`src/rtl/mips_instr_encoder.sv`:
```
// MIPS R/I/J word encoder writing legal words into a DEPTH-entry program memory with a registered read port.
// Accept->ENC->WR takes 3 cycles; in_ready is high only in IDLE, and FULL stalls requests until clr or reset.
module mips_instr_encoder #(
  parameter int DEPTH = 8,
  localparam int AW = $clog2(DEPTH),
  localparam int CW = AW + 1
) (
  input  logic          clk,
  input  logic          rst_n,
  input  logic          in_valid,
  output logic          in_ready,
  input  logic [1:0]    in_fmt,
  input  logic [5:0]    in_op,
  input  logic [4:0]    in_rs,
  input  logic [4:0]    in_rt,
  input  logic [4:0]    in_rd,
  input  logic [4:0]    in_shamt,
  input  logic [5:0]    in_funct,
  input  logic [15:0]   in_imm,
  input  logic [25:0]   in_target,
  input  logic          clr,
  input  logic [AW-1:0] rd_addr,
  output logic [31:0]   rd_data,
  output logic          wr_done,
  output logic [31:0]   word,
  output logic [CW-1:0] count,
  output logic          full,
  output logic          err,
  output logic [2:0]    err_cnt
);

  typedef enum logic [1:0] {IDLE, ENC, WR, FULL} state_t;

  state_t        state, state_d;
  logic          accept;
  logic [1:0]    f_fmt;
  logic [5:0]    f_op, f_funct;
  logic [4:0]    f_rs, f_rt, f_rd, f_shamt;
  logic [15:0]   f_imm;
  logic [25:0]   f_target;
  logic [31:0]   word_q, enc_word;
  logic          legal_q, enc_legal;
  logic [AW-1:0] wr_ptr;
  logic [31:0]   mem [DEPTH];

  always_ff @(posedge clk or negedge rst_n) begin
    if (!rst_n) state <= IDLE;
    else        state <= state_d;
  end

  always_comb begin
    state_d  = state;
    in_ready = 1'b0;
    accept   = 1'b0;
    wr_done  = 1'b0;
    case (state)
      IDLE: begin
        in_ready = 1'b1;
        if (in_valid) begin
          accept  = 1'b1;
          state_d = ENC;
        end
      end
      ENC: state_d = WR;
      WR: begin
        wr_done = legal_q;
        state_d = (legal_q && count == CW'(DEPTH - 1)) ? FULL : IDLE;
      end
      FULL: state_d = FULL;
      default: state_d = IDLE;
    endcase
    // clr drops any in-flight request and wins over a same-cycle accept
    if (clr) begin
      state_d = IDLE;
      accept  = 1'b0;
      wr_done = 1'b0;
    end
  end

  always_comb begin
    enc_word  = 32'h0;
    enc_legal = 1'b0;
    case (f_fmt)
      2'd0: begin
        enc_word  = {6'h00, f_rs, f_rt, f_rd, f_shamt, f_funct};
        enc_legal = (f_op == 6'd0);
      end
      2'd1: begin
        enc_word  = {f_op, f_rs, f_rt, f_imm};
        enc_legal = (f_op != 6'd0) && (f_op != 6'd2) && (f_op != 6'd3);
      end
      2'd2: begin
        enc_word  = {f_op, f_target};
        enc_legal = (f_op == 6'd2) || (f_op == 6'd3);
      end
      default: begin
        enc_word  = 32'h0;
        enc_legal = 1'b0;
      end
    endcase
  end

  always_ff @(posedge clk or negedge rst_n) begin
    if (!rst_n) begin
      f_fmt    <= '0;
      f_op     <= '0;
      f_rs     <= '0;
      f_rt     <= '0;
      f_rd     <= '0;
      f_shamt  <= '0;
      f_funct  <= '0;
      f_imm    <= '0;
      f_target <= '0;
      word_q   <= '0;
      legal_q  <= 1'b0;
    end else begin
      if (accept) begin
        f_fmt    <= in_fmt;
        f_op     <= in_op;
        f_rs     <= in_rs;
        f_rt     <= in_rt;
        f_rd     <= in_rd;
        f_shamt  <= in_shamt;
        f_funct  <= in_funct;
        f_imm    <= in_imm;
        f_target <= in_target;
      end
      if (state == ENC && !clr) begin
        word_q  <= enc_word;
        legal_q <= enc_legal;
      end
    end
  end

  always_ff @(posedge clk or negedge rst_n) begin
    if (!rst_n) begin
      wr_ptr  <= '0;
      count   <= '0;
      err     <= 1'b0;
      err_cnt <= '0;
    end else if (clr) begin
      wr_ptr  <= '0;
      count   <= '0;
      err     <= 1'b0;
      err_cnt <= '0;
    end else if (state == WR) begin
      if (legal_q) begin
        wr_ptr <= wr_ptr + AW'(1);
        count  <= count + CW'(1);
      end else begin
        err <= 1'b1;
        if (err_cnt != 3'd7) err_cnt <= err_cnt + 3'd1;
      end
    end
  end

  // read samples the pre-write contents, giving read-before-write on a shared address
  always_ff @(posedge clk or negedge rst_n) begin
    if (!rst_n) begin
      for (int i = 0; i < DEPTH; i++) mem[i] <= '0;
      rd_data <= '0;
    end else begin
      if (wr_done) mem[wr_ptr] <= word_q;
      rd_data <= mem[rd_addr];
    end
  end

  assign word = word_q;
  assign full = (count == CW'(DEPTH));

endmodule

```
`config.mk`:
```
export PLATFORM = sky130hd
export DESIGN_NAME = mips_instr_encoder
export DESIGN_NICKNAME = d
export VERILOG_FILES = /design/src/rtl/mips_instr_encoder.sv
export SDC_FILE = /design/constraint.sdc
export NUM_CORES = 1
export LEC_CHECK = 0
export ABC_AREA = 0
export BUFFER_PORTS_ARGS = -buffer_cell sky130_fd_sc_hd__buf_2
export CELL_PAD_IN_SITES_DETAIL_PLACEMENT = 0
export CELL_PAD_IN_SITES_GLOBAL_PLACEMENT = 1
export CORE_UTILIZATION = 51
export CTS_CLUSTER_DIAMETER = 50
export DETAILED_ROUTE_END_ITERATION = 7
export GPL_ROUTABILITY_DRIVEN = 1
export PLACE_DENSITY = 0.91
export SETUP_SLACK_MARGIN = 0.05
export SLEW_MARGIN = 15
export SYNTH_ARGS = -nofsm -noshare
export SYNTH_HDL_FRONTEND = slang
export SYNTH_SLANG_ARGS = --single-unit
```
`constraint.sdc`:
```
create_clock -name clk -period 2.01 [get_ports clk]
set_clock_uncertainty 0.1 [all_clocks]
set_input_delay 0.201 -clock clk [delete_from_list [all_inputs] [get_ports clk]]
set_output_delay 0.201 -clock clk [all_outputs]
set_load 0.05 [all_outputs]
```
After elaboration in Yosys (flattened, before gate mapping)

Cells that the tools add are included.

Register bits after elaboration: 410
Output and inout port bits: 75
Word-level logic and storage cells: 95

Add/subtract/negate cells: 3
$lt $le $gt $ge: 3
Equality and inequality tests: 14
Multiplexer cells: 31
Bitwise logic cells: 2
Reduce and logical (&&, ||, !) cells: 17

Operators with widths:

| kind                                                                   | number |
|---|---|
| 256-bit bitwise mux                                                    | 1 |
| 32-bit binary-select mux with 3-bit select                             | 1 |
| 32-bit demux with 3-bit select                                         | 1 |
| 32-bit two-way mux                                                     | 3 |
| 32-bit one-hot mux with 3 select lines                                 | 1 |
| 3-bit two-way mux                                                      | 7 |
| 6-bit by 2-bit equality test with 1-bit output (second input constant) | 2 |
| 4-bit two-way mux                                                      | 3 |
| 6-bit by 2-bit != test with 1-bit output (second input constant)       | 2 |
| 1-bit two-way mux                                                      | 9 |
| 4-bit greater-or-equal comparator (second input constant)              | 2 |
| 3-bit inverter with 4-bit output                                       | 2 |
| 2-bit one-hot mux with 4 select lines                                  | 1 |
| 3-bit by 1-bit adder with 3-bit output (second input constant)         | 2 |
| 2-bit equality test (second input constant)                            | 3 |
| 6-bit logical NOT                                                      | 1 |
| 2-bit two-way mux                                                      | 3 |
| 3-bit != test (second input constant)                                  | 2 |
| 2-bit nonzero test                                                     | 3 |
| 6-bit nonzero test                                                     | 1 |
| 1-bit logical AND                                                      | 5 |
| 4-bit by 1-bit adder with 4-bit output (second input constant)         | 1 |
| 2-bit by 1-bit equality test with 1-bit output (second input constant) | 2 |
| 4-bit by 3-bit equality test with 1-bit output (second input constant) | 1 |
| 9 further kinds                                                        | 11 |

Longest topological paths before layout

Gate-level depths: netlist (run 1).

Word-level depth: 6
Mapped depth: 7

Worst setup path before layout (run 1)

No wires, ideal clock.

Kind: register to register
Start point: register err_cnt[0]
End point: register err_cnt[2]
Library setup time: 132 ps
Arrival: 1715 ps
Required time: 1778 ps
Setup slack: 63 ps
Cell stages (with the launch flop): 6
Buffers on the path: 0
Period minus slack after synthesis: 1947 ps
Cells stage by stage: dfrtp_1 -> ha_1 -> ha_1 -> nor4b_2 -> mux2i_1 -> nor2_1

Longest elaborated chain between the ends: 5
Elaborated cells on any way between the ends: 8
Those cells by class: add/sub (1); eq/ne (1); mux (4); reduce/logical (2)

RTL lines:

| element                                | line | text |
|---|---|---|
| start: declaration                     | 29   | `output logic [2:0] err_cnt` |
| start signal: assignment               | 152  | `if (err_cnt != 3'd7) err_cnt <= err_cnt + 3'd1;` |
| 3-bit by 1-bit adder with 3-bit output | 152  |  |
| 3-bit two-way mux                      | 152  |  |
| 3-bit two-way mux                      | 147  | `if (legal_q) begin` |
| 3-bit two-way mux                      | 146  | `end else if (state == WR) begin` |
| 3-bit two-way mux                      | 141  | `end else if (clr) begin` |

Several ways; a longest one is shown, not always the timed one. The select of a mux whose other input is x is not followed.
A chain may end at the register's enable or synchronous reset.

Worst setup path after layout (run 1)

Start point: register state[0]
End point: register mem[127] (netlist name)

Longest elaborated chain between the ends: 3

RTL lines:

| element                        | line | text |
|---|---|---|
| start: declaration             | 34   | `state_t state, state_d;` |
| start signal: assignment       | 48   | `else state <= state_d;` |
| 2-bit equality test            | 56   | `case (state)` |
| 1-bit two-way mux              | 56   |  |
| 1-bit two-way mux              | 73   | `if (clr) begin` |
| end signal: indexed assignment | 163  | `if (wr_done) mem[wr_ptr] <= word_q;` |
| end: declaration               | 44   | `logic [31:0] mem [DEPTH];` |

Every way passes these cells.

==> results.md, run 1 <==
- Result of the run: completed
- Overall routed net length: 40800 um
- Port bufs: 157
- Syn nets: 1181
- Detailed router's first-iteration violation count: 523
- Achievable clock frequency: 0.532 GHz
- Sw Ratio: 29.6%
- Required time at the worst-slack endpoint: 2340 ps
- Number of enable-type register cells in the synthesized netlist: 0
- CP max FO: 26
- Area growth, synth to finish: 22.0%
- Gate Count Post-Synth: 1093
- Post-synth top cells: sky130_fd_sc_hd__dfrtp_1 (410), sky130_fd_sc_hd__mux2_2 (253), sky130_fd_sc_hd__mux2_4 (90)
- Total standard cell area after synthesis: 0.0178 mm^2
- Number of nets with antenna violations after detailed routing: 0
- Max-slew violation count: 0
- Yosys warning total: 0
- Maximum level of the CTS H-tree: 2
- Maximum capacitance violations: 0
- Number of ports placed on the die boundary: 158
- Proportion of power drawn by flip-flops and latches: 46.2%
- Number of antenna violations at the first check in global routing: 4
- Class of the most critical setup path: flop to flop
- Element type at the critical path start: flop
- Total number of placement rows: 68
- Max transition margin: 64.8%
- Critical Path Sink Type: flop
- Portion of the clock cycle consumed by the worst path in the final layout: between 90 and 100%
- TritonCTS sink count: 410
- Internal power: 15600 uW
- Largest net degree at the start of global routing: 96
- Total negative slack for setup checks: 0 ps
- Net Switching: 6560 uW
- Wire length of the first global-routing pass: 66400 um
- Mean Syn Cell Area: 16.3 um^2
- Starting Density: 51.7%
- Num CTS Buffers: 45
- Count of unresolved DRC violations after routing: 0
- Crit path DAT: 2200 ps
- Clock-pin transition on the worst setup and hold timing paths: roughly 60 ps
- GR Overflow Total: 0
- Post-synthesis sequential element count: between 400 and 500
- Total leakage power: ~0.011 uW
- Worst hold slack: 30.3 ps
- Worst hold-check path type: input port to asynchronous set/reset pin
- Synth cell types: 41
- Number of detailed-route iterations in the first pass: 4
- Die area: 0.0357 mm^2
- Final-stage net count: 1438
- Final weighted congestion of routability-driven global placement: 0.742
- Clock latency on the worst-skew pair: 550 ps
- Commonest register cell after synthesis: sky130_fd_sc_hd__dfrtp_1
- Setup violations, final: 0
- Unrepaired setup endpoints after global routing: false
- Overall via count from detail_route: slightly above 10000
- Vertical die dimension: 189 um
- Clock Tree Buf Depth: 3
- Portion of total power attributed to combinational logic: about 16%
- Filler Cells Inserted: 2403
- Minimum period implied by the final worst setup slack: approximately 1900 ps
- Worst voltage drop across the vdd grid: between 0.0008 and 0.0009 V
- Chip width: 189 um
- Slew at the pin with the worst max-slew slack: around 530 ps
- GRT Util Overall: between 20 and 25%
- Share of synthesized area occupied by flip-flops and latches: 57.6%
- Clock network fraction of total power: 37.4%
- Total power per unit cell area: 1020 mW/mm^2
- Post-CTS setup repair buffer count: 0
- Clock tree root driver cell: sky130_fd_sc_hd__clkbuf_16
- Final Hold Vio Count: 0
- Total core area: 0.0345 mm^2
- Fraction of synthesized cell area taken by the top area cell type: 57.6%
- Clock tree from TritonCTS: built
- Cell type with the highest aggregate area in the netlist: sky130_fd_sc_hd__dfrtp_1
- Detailed placement HPWL: 24900 um
- Async set or reset register ratio after synthesis: 100%
- Vias per std cell: ~5.6
- Via count of the first global-routing pass: ~12000
- Average wire per cell in the routed design: 22.1 um
- Ratio of cells with drive above 1 in the final layout: 50.9%
- Biggest area contributors in the synthesized netlist: sky130_fd_sc_hd__dfrtp_1 (58%), sky130_fd_sc_hd__mux2_2 (16%), sky130_fd_sc_hd__mux4_2 (8.1%), sky130_fd_sc_hd__mux2_4 (7.6%), sky130_fd_sc_hd__mux2_1 (1.3%)
- Cell with the most instances after synthesis: sky130_fd_sc_hd__dfrtp_1
## worst max-delay path, cell delays in order, from the launching register on
cell and delay, ps:
sky130_fd_sc_hd__dfrtp_1 370, sky130_fd_sc_hd__and4bb_2 380, sky130_fd_sc_hd__and4bb_2 300, sky130_fd_sc_hd__buf_12 240
sky130_fd_sc_hd__mux2_2 370
## logic make-up (layout without fill, tap and decap cells)
kind of cell | count (synthesis) | count (layout) | synth area share [%]
adder cells (fa/ha/maj) | 5 | 5 | 0.351
AND/OR/NAND/NOR | 80 | 80 | 2.70
other | 0 | 1 | 0
XOR/XNOR | 5 | 5 | 0.246
multiplexers | 448 | 448 | 34.1
AO/OA/AOI/OAI | 67 | 67 | 2.39
flip-flops | 410 | 410 | 57.6
buffers and inverters | 78 | 369 | 2.66
## repair_timing
item / 4_1_cts / 5_1_grt
hold buffers: 80 / 0
gates resized for setup: 0 / 5
hold endpoints to repair: 451 / 0
setup endpoints to repair: 0 / 16
## metal layers
metal | share of wire (%) | wire length (um) | global-route usage, %
met2 | 50 | 20500 | 40.7
met1 | 43 | 17400 | 32.3
met5 | 0.066 | 27 | 0
met3 | 4.3 | 1740 | 3.58
met4 | 2.6 | 1070 | 6.98
## power by group through the flow
stage | sequential, uW | clock [uW] | combinational [uW]
after floorplan | 10800 | 0 | 1590
after global placement | 10300 | 0 | 3430
after detailed placement | 10400 | 0 | 3510
after CTS | 10200 | 8460 | 3650
after global routing | 10400 | 8820 | 3880
final | 10200 | 8300 | 3650
## path summary, 6_finish.rpt
check	start	endpoint	slack (ps)	cells after the start
min in group clk	rd_addr[2]	rd_data[2]	150	3
max in group asynchronous	rst_n	mem[30]	960	3
max reg2reg	state[0]	mem[127]	130	4
min reg2reg	mem[27]	mem[27]	390	1
min	rst_n	rd_data[15]	30	2
max	state[0]	mem[127]	130	4
## through the flow
step	instances	utilization, %	setup slack [ps]	total power [uW]	area, um^2
finish	1840	63.1	132	22200	21700
detailed placement	1678	56.3	92.7	13900	19400
CTS	1839	63.1	50.8	22300	21700
floorplan	1093	-	62.7	12400	17800
global placement	1678	56.3	133	13700	19400
global route	1839	63.1	53.9	23100	21700
## cell type report
| cell class | instances | area (um^2) | area share, % |
|---|---|---|---|
| tap | 455 | 569 | 2.62 |
| multi-input combinational | 605 | 7110 | 32.7 |
| clock inverter | 22 | 234 | 1.08 |
| clock buffer | 59 | 1290 | 5.93 |
| inverter | 2 | 7.51 | 0.0345 |
| antenna | 1 | 2.50 | 0.0115 |
| timing repair buffer | 286 | 2280 | 10.5 |
| sequential | 410 | 10300 | 47.2 |
## state kept, by name (all words and copies together) (netlist names)
register	cells
mem	256
word	32
err	1
f_target	26
rd_data	32
f_rt	5
legal_q	1
err_cnt	3
f_imm	16
f_fmt	2
state	2
f_funct	6
wr_ptr	3
f_shamt	5
f_op	6
f_rd	5
f_rs	5
count	4
## layout by cell type, fill, tap and decap left out, types with 20 or more instances in the layout
cell and count:
sky130_fd_sc_hd__mux2_4 90, sky130_fd_sc_hd__buf_12 24, sky130_fd_sc_hd__mux4_2 64, sky130_fd_sc_hd__dlygate4sd3_1 80, sky130_fd_sc_hd__mux2i_1 20, sky130_fd_sc_hd__dfrtp_1 410
sky130_fd_sc_hd__mux2_2 253, sky130_fd_sc_hd__buf_2 153, sky130_fd_sc_hd__a21oi_1 39, sky130_fd_sc_hd__clkbuf_16 46, sky130_fd_sc_hd__buf_4 25, sky130_fd_sc_hd__nor2_1 42
sky130_fd_sc_hd__mux2_1 21
(Power assumes the default switching activity.)
==> run 2, diff against run 1 <==
--- a/config.mk
+++ b/config.mk
@@ -15,5 +15,5 @@
 export GPL_ROUTABILITY_DRIVEN = 1
 export PLACE_DENSITY = 0.91
-export SETUP_SLACK_MARGIN = 0.05
+export SETUP_SLACK_MARGIN = 0.02
 export SLEW_MARGIN = 15
 export SYNTH_ARGS = -nofsm -noshare
--- a/constraint.sdc
+++ b/constraint.sdc
@@ -3,3 +3,3 @@
 set_input_delay 0.201 -clock clk [delete_from_list [all_inputs] [get_ports clk]]
 set_output_delay 0.201 -clock clk [all_outputs]
-set_load 0.05 [all_outputs]
+set_load 0.005 [all_outputs]
==> results.md, run 2 (synthesized netlist as in run 1, its figures left out) <==
- Result of the run: completed
- Ratio of cells with drive above 1 in the final layout: 50.9%
- CP max stage cell: sky130_fd_sc_hd__and4bb_2
- Port bufs: 157
- Number of antenna violations at the first check in global routing: 4
- Chip width: roughly 190 um
- Number of ports placed on the die boundary: 158
- Die area: roughly 0.036 mm^2
- Post-Place Cell Area: 0.0194 mm^2
- Count of unresolved DRC violations after routing: 0
- Area of all placed cells without fillers: 0.0217 mm^2
- Number of nets with antenna violations after detailed routing: 0
- Unrepaired setup endpoints after global routing: false
- R2r endpoint: mem[127]
- GRT Util Overall: 24.0%
- Area growth, synth to finish: 21.9%
- Max transition margin: roughly two thirds
- Clock Tree Buf Depth: 3
- CP max FO: 26
- Average wire per cell in the routed design: 22.1 um
- Crit path max-delay family: simple AND/OR/NAND/NOR gates
- Clock-pin transition on the worst setup and hold timing paths: around 60 ps
- Cells on worst reg2reg path: 4
- Minimum period implied by the final worst setup slack: 1880 ps
- Setup violations, final: 0
- Worst hold-check path type: input port to asynchronous set/reset pin
- Worst reg2reg startpoint: state[0]
- Number of detailed-route iterations in the first pass: 4
- Num CTS Buffers: 45
- Logic depth of the worst path, buffers included: 4
- GR Overflow Total: 0
- Via count of the first global-routing pass: 11542
- Starting Density: 51.7%
- Reg-to-reg slack, setup: 130 ps
- Cell Count, Final, Fillers Out: 1840
- Final-stage net count: 1438
- Final weighted congestion of routability-driven global placement: about 0.74
- Maximum level of the CTS H-tree: 2
- Clock tree from TritonCTS: built
- Slew at the pin with the worst max-slew slack: between 500 and 600 ps
- Cells after DPL: 1678
- Total buffers and inverters traversed by the critical path: 1
- Reg with most FFs: mem
- Required time at the worst-slack endpoint: about 2300 ps
- Detailed router's first-iteration violation count: 525
- Total leakage power: 0.0105 uW
- Critical path startpoint: state[0]
- Cell chain of the critical path: and4bb_2 -> and4bb_2 -> buf_12 -> mux2_2
- Largest stage delay on the critical path: 380 ps
- Class of the most critical setup path: flop to flop
- Vias per std cell: around 5.5
- Crit path DAT: roughly 2200 ps
- Commonest cells after routing, fill and taps aside: sky130_fd_sc_hd__dfrtp_1 (410), sky130_fd_sc_hd__mux2_2 (253), sky130_fd_sc_hd__buf_2 (155), sky130_fd_sc_hd__mux2_4 (90), sky130_fd_sc_hd__dlygate4sd3_1 (80)
- Total negative slack for setup checks: 0 ps
- Post-CTS setup repair buffer count: 0
- Detailed placement HPWL: 24900 um
- Overall routed net length: 40700 um
- Wire length of the first global-routing pass: 66400 um
- Element type at the critical path start: flop
- Overall via count from detail_route: 10208
- Maximum capacitance violations: 0
- Number of flip-flops under the largest register name: approximately 260
- Worst voltage drop across the vdd grid: just under 0.0009 V
- TritonCTS sink count: 410
- Achievable clock frequency: around 0.53 GHz
- Portion of the clock cycle consumed by the worst path in the final layout: 93.7%
- Total number of placement rows: 68
- Final Core Density: 63.1%
- Critical Path Sink Type: flop
- Total power per unit cell area: about 1000 mW/mm^2
- Clock latency on the worst-skew pair: between 500 and 600 ps
- Largest net degree at the start of global routing: 96
- Total core area: 0.0345 mm^2
- Final total power: 21300 uW
- Max-slew violation count: 0
- Final Hold Vio Count: 0
- Most common cell after layout, fill and taps aside: sky130_fd_sc_hd__dfrtp_1
- Vertical die dimension: approximately 190 um
- End point of the critical path: mem[127]
- Clock tree root driver cell: sky130_fd_sc_hd__clkbuf_16
- Most frequent CP cell: sky130_fd_sc_hd__and4bb_2
-- run 2: cell types whose count changed in the layout (fill, tap and decap cells not counted) --
| cell | delta |
|---|---|
| sky130_fd_sc_hd__buf_6 | -1 |
| sky130_fd_sc_hd__o21ai_1 | -1 |
| sky130_fd_sc_hd__buf_4 | +1 |
| sky130_fd_sc_hd__clkbuf_4 | -2 |
| sky130_fd_sc_hd__o21ai_0 | +1 |
| sky130_fd_sc_hd__buf_2 | +2 |
-- run 2: power by group --
part	total [uW]	internal, uW	switching, uW
clock	8300	4940	3360
combinational	2710	1540	1180
sequential	10200	9140	1100
-- run 2: cell type report --
cell class	instances	area, um^2
Fill cell	2403	12700
Sequential cell	410	10300
Multi-Input combinational cell	605	7110
Timing Repair Buffer	286	2270
Clock buffer	59	1290
Tap cell	455	569
Clock inverter	22	234
Inverter	2	7.51
Antenna cell	1	2.50
-- run 2: routing by layer --
metal | GRT usage, % | vias to the layer above | wire, um
li1 | - | 4539 | -
met5 | 0 | - | 27
met2 | 40.7 | 248 | 20400
met4 | 6.98 | 4 | 1070
met1 | 32.3 | 5345 | 17200
met3 | 3.58 | 72 | 1950
-- run 2: how the worst min path moves through the flow --
stage | to | startpoint
after floorplan | count[0] | rst_n
after global placement | rd_data[15] | rst_n
after detailed placement | mem[209] | rst_n
after CTS | mem[7] | rst_n
after global routing | rd_data[15] | rst_n
final | mem[99] | rst_n
-- run 2: what timing repair did --
item / in CTS / in global routing
resized for setup: 0 / 1
endpoints found under the hold margin: 451 / 0
endpoints found under the setup margin: 0 / 1
hold buffers: 80 / 0
-- run 2: stage by stage --
step | setup WS (ps) | hold WS, ps
after floorplan | 207 | -195
after global placement | 133 | 2.18
after detailed placement | 92.7 | 3.21
after CTS | 84.7 | 27.1
after global routing | 41.1 | 55.4
final | 127 | 35.2
==> run 3, diff against run 2 <==
SLEW_MARGIN = unset   (was 15)
clock period = 1.8 ns   (was 2.01 ns; I/O delays follow)
==> results.md, run 3 (synthesized netlist as in run 1, its figures left out) <==
- Number of flip-flops under the largest register name: approximately 260
- Ratio of cells with drive above 1 in the final layout: between 50% and 60%
- Cell chain of the critical path: and4bb_4 -> and4bb_4 -> clkbuf_16 -> mux2_4
- GRT Util Overall: 23.7%
- Worst hold-check path type: input port to flop
- Total buffers and inverters traversed by the critical path: 1
- Slew at the pin with the worst max-slew slack: 513 ps
- Largest net degree at the start of global routing: about 100
- Final Core Density: between 60% and 70%
- Critical Path Sink Type: flop
- Final Hold Vio Count: 0
- Final weighted congestion of routability-driven global placement: 0.784
- Max transition margin: 65.8%
- Overall routed net length: 43200 um
- Chip width: 189 um
- Achievable clock frequency: 0.533 GHz
- Filler Cells Inserted: 2343
- Total leakage power: roughly 0.011 uW
- Detailed router's first-iteration violation count: 642
- Vertical die dimension: 189 um
- Total negative slack for setup checks: -5440 ps
- Number of detailed-route iterations in the first pass: 4
- Wire length of the first global-routing pass: ~66000 um
- Clock-pin transition on the worst setup and hold timing paths: approximately 60 ps
- Maximum level of the CTS H-tree: 2
- Area growth, synth to finish: 24.9%
- Number of antenna violations at the first check in global routing: 2
- Clock latency on the worst-skew pair: 550 ps
- Reg with most FFs: mem
- GR Overflow Total: 0
- Most common cell after layout, fill and taps aside: sky130_fd_sc_hd__dfrtp_1
- Number of ports placed on the die boundary: around 160
- Clock tree root driver cell: sky130_fd_sc_hd__clkbuf_16
- Area taken by multi-input logic gates: roughly 0.0073 mm^2
- Overall via count from detail_route: roughly 11000
- Die area: 0.0357 mm^2
- Final-stage net count: 1469
- Combined flip-flop and latch cell area: 0.0103 mm^2
- Required time at the worst-slack endpoint: between 2000 and 2500 ps
- Minimum period implied by the final worst setup slack: 1880 ps
- CP max FO: 7
- Starting Density: 51.7%
- Average wire per cell in the routed design: 23.2 um
- Detailed placement HPWL: about 26000 um
- Total number of placement rows: 68
- CP max stage cell: sky130_fd_sc_hd__and4bb_4
- Largest stage delay on the critical path: 390 ps
- Class of the most critical setup path: flop to flop
- Most frequent CP cell: sky130_fd_sc_hd__and4bb_4
- Number of nets with antenna violations after detailed routing: 0
- Port bufs: roughly 160
- Num CTS Buffers: 44
- Worst voltage drop across the vdd grid: 0.000942 V
- Count of unresolved DRC violations after routing: 0
- Unrepaired setup endpoints after global routing: true
- Violated checks: negative setup slack
- Clock tree from TritonCTS: built
- Crit path max-delay family: simple AND/OR/NAND/NOR gates
- Result of the run: complete, but fails checks
- Portion of the clock cycle consumed by the worst path in the final layout: 104%
- TritonCTS sink count: 410
- Element type at the critical path start: flop
- Maximum capacitance violations: 0
- Commonest cells after routing, fill and taps aside: sky130_fd_sc_hd__dfrtp_1 (409), sky130_fd_sc_hd__mux2_2 (234), sky130_fd_sc_hd__buf_2 (155), sky130_fd_sc_hd__mux2_4 (120), sky130_fd_sc_hd__dlygate4sd3_1 (81)
- Vias per std cell: 5.64
- Total core area: 0.0345 mm^2
- Total power per unit cell area: 1060 mW/mm^2
- Clock Tree Buf Depth: 3
- Via count of the first global-routing pass: around 11000
- Worst-case setup margin in the final layout: -76.3 ps
- Crit path DAT: roughly 2200 ps
- Max-slew violation count: 0
- Setup violations, final: 175
==> run 3: cell count changes in the layout (fill, tap and decap cells not counted), sizes merged <==
cell,before,now
buf,206,229
clkbuf,59,69
clkinv,13,9
clkinvlp,3,1
bufinv,3,2
dlygate4sd3,80,81
==> run 3: final timing paths <==
path | startpoint | endpoint | slack [ps] | cells after the start
worst min-delay path | rd_addr[2] | rd_data[25] | 80 | 2
worst max-delay path | state[0] | mem[113] | -80 | 4
max in group asynchronous | rst_n | rd_data[15] | 170 | 4
worst max register to register | state[0] | mem[113] | -80 | 4
worst min register to register | mem[226] | mem[226] | 390 | 1
min in group asynchronous | rst_n | mem[205] | 530 | 3
==> run 3: stage by stage <==
stage                     hold WS [ps]  setup slack, ps  instance area [um^2]  instances  total power, uW
after CTS                         76.8            -38.7                 21800       1851            23500
after global routing              71.3            -96.9                 22300       1867            24500
after detailed placement         -38.2            -88.5                 19500       1692            14500
after global placement           -39.7            -66.5                 19500       1692            14300
final                             81.9            -76.3                 22300       1867            23500
after floorplan                   -216             19.0                 17800       1093            12900
==> run 3: metal layers <==
layer	vias to the layer above	part of all wire, %	track usage [%]
li1	4602	-	-
met1	5575	43	31.9
met2	278	50	39.9
met3	76	4.9	4.49
met4	0	2.7	6.14
met5	-	0	0
==> run 3: area by class of cell <==
class                      count  share of cell area, %
antenna                        1                 0.0112
clock buffer                  61                   5.64
clock inverter                15                  0.691
inverter                       2                 0.0337
multi-input combinational    605                   32.6
sequential                   410                   46.1
tap                          455                   2.56
timing repair buffer         318                   12.4
==> run 3: power breakdown <==
part	switching (uW)	internal (uW)	total, uW
Sequential	1280	10200	11500
Combinational	1360	1880	3240
Clock	3650	5160	8810
Total	6290	17300	23500
==> run 3: timing repair <==
action                                  in CTS  in global routing
endpoints found under the hold margin      499                  0
resized for setup                           16                 42
endpoints found under the setup margin     279                282
buffers inserted                             1                  6
hold buffers                                81                  0
pin swaps                                    0                  1
gates cloned                                 1                  9
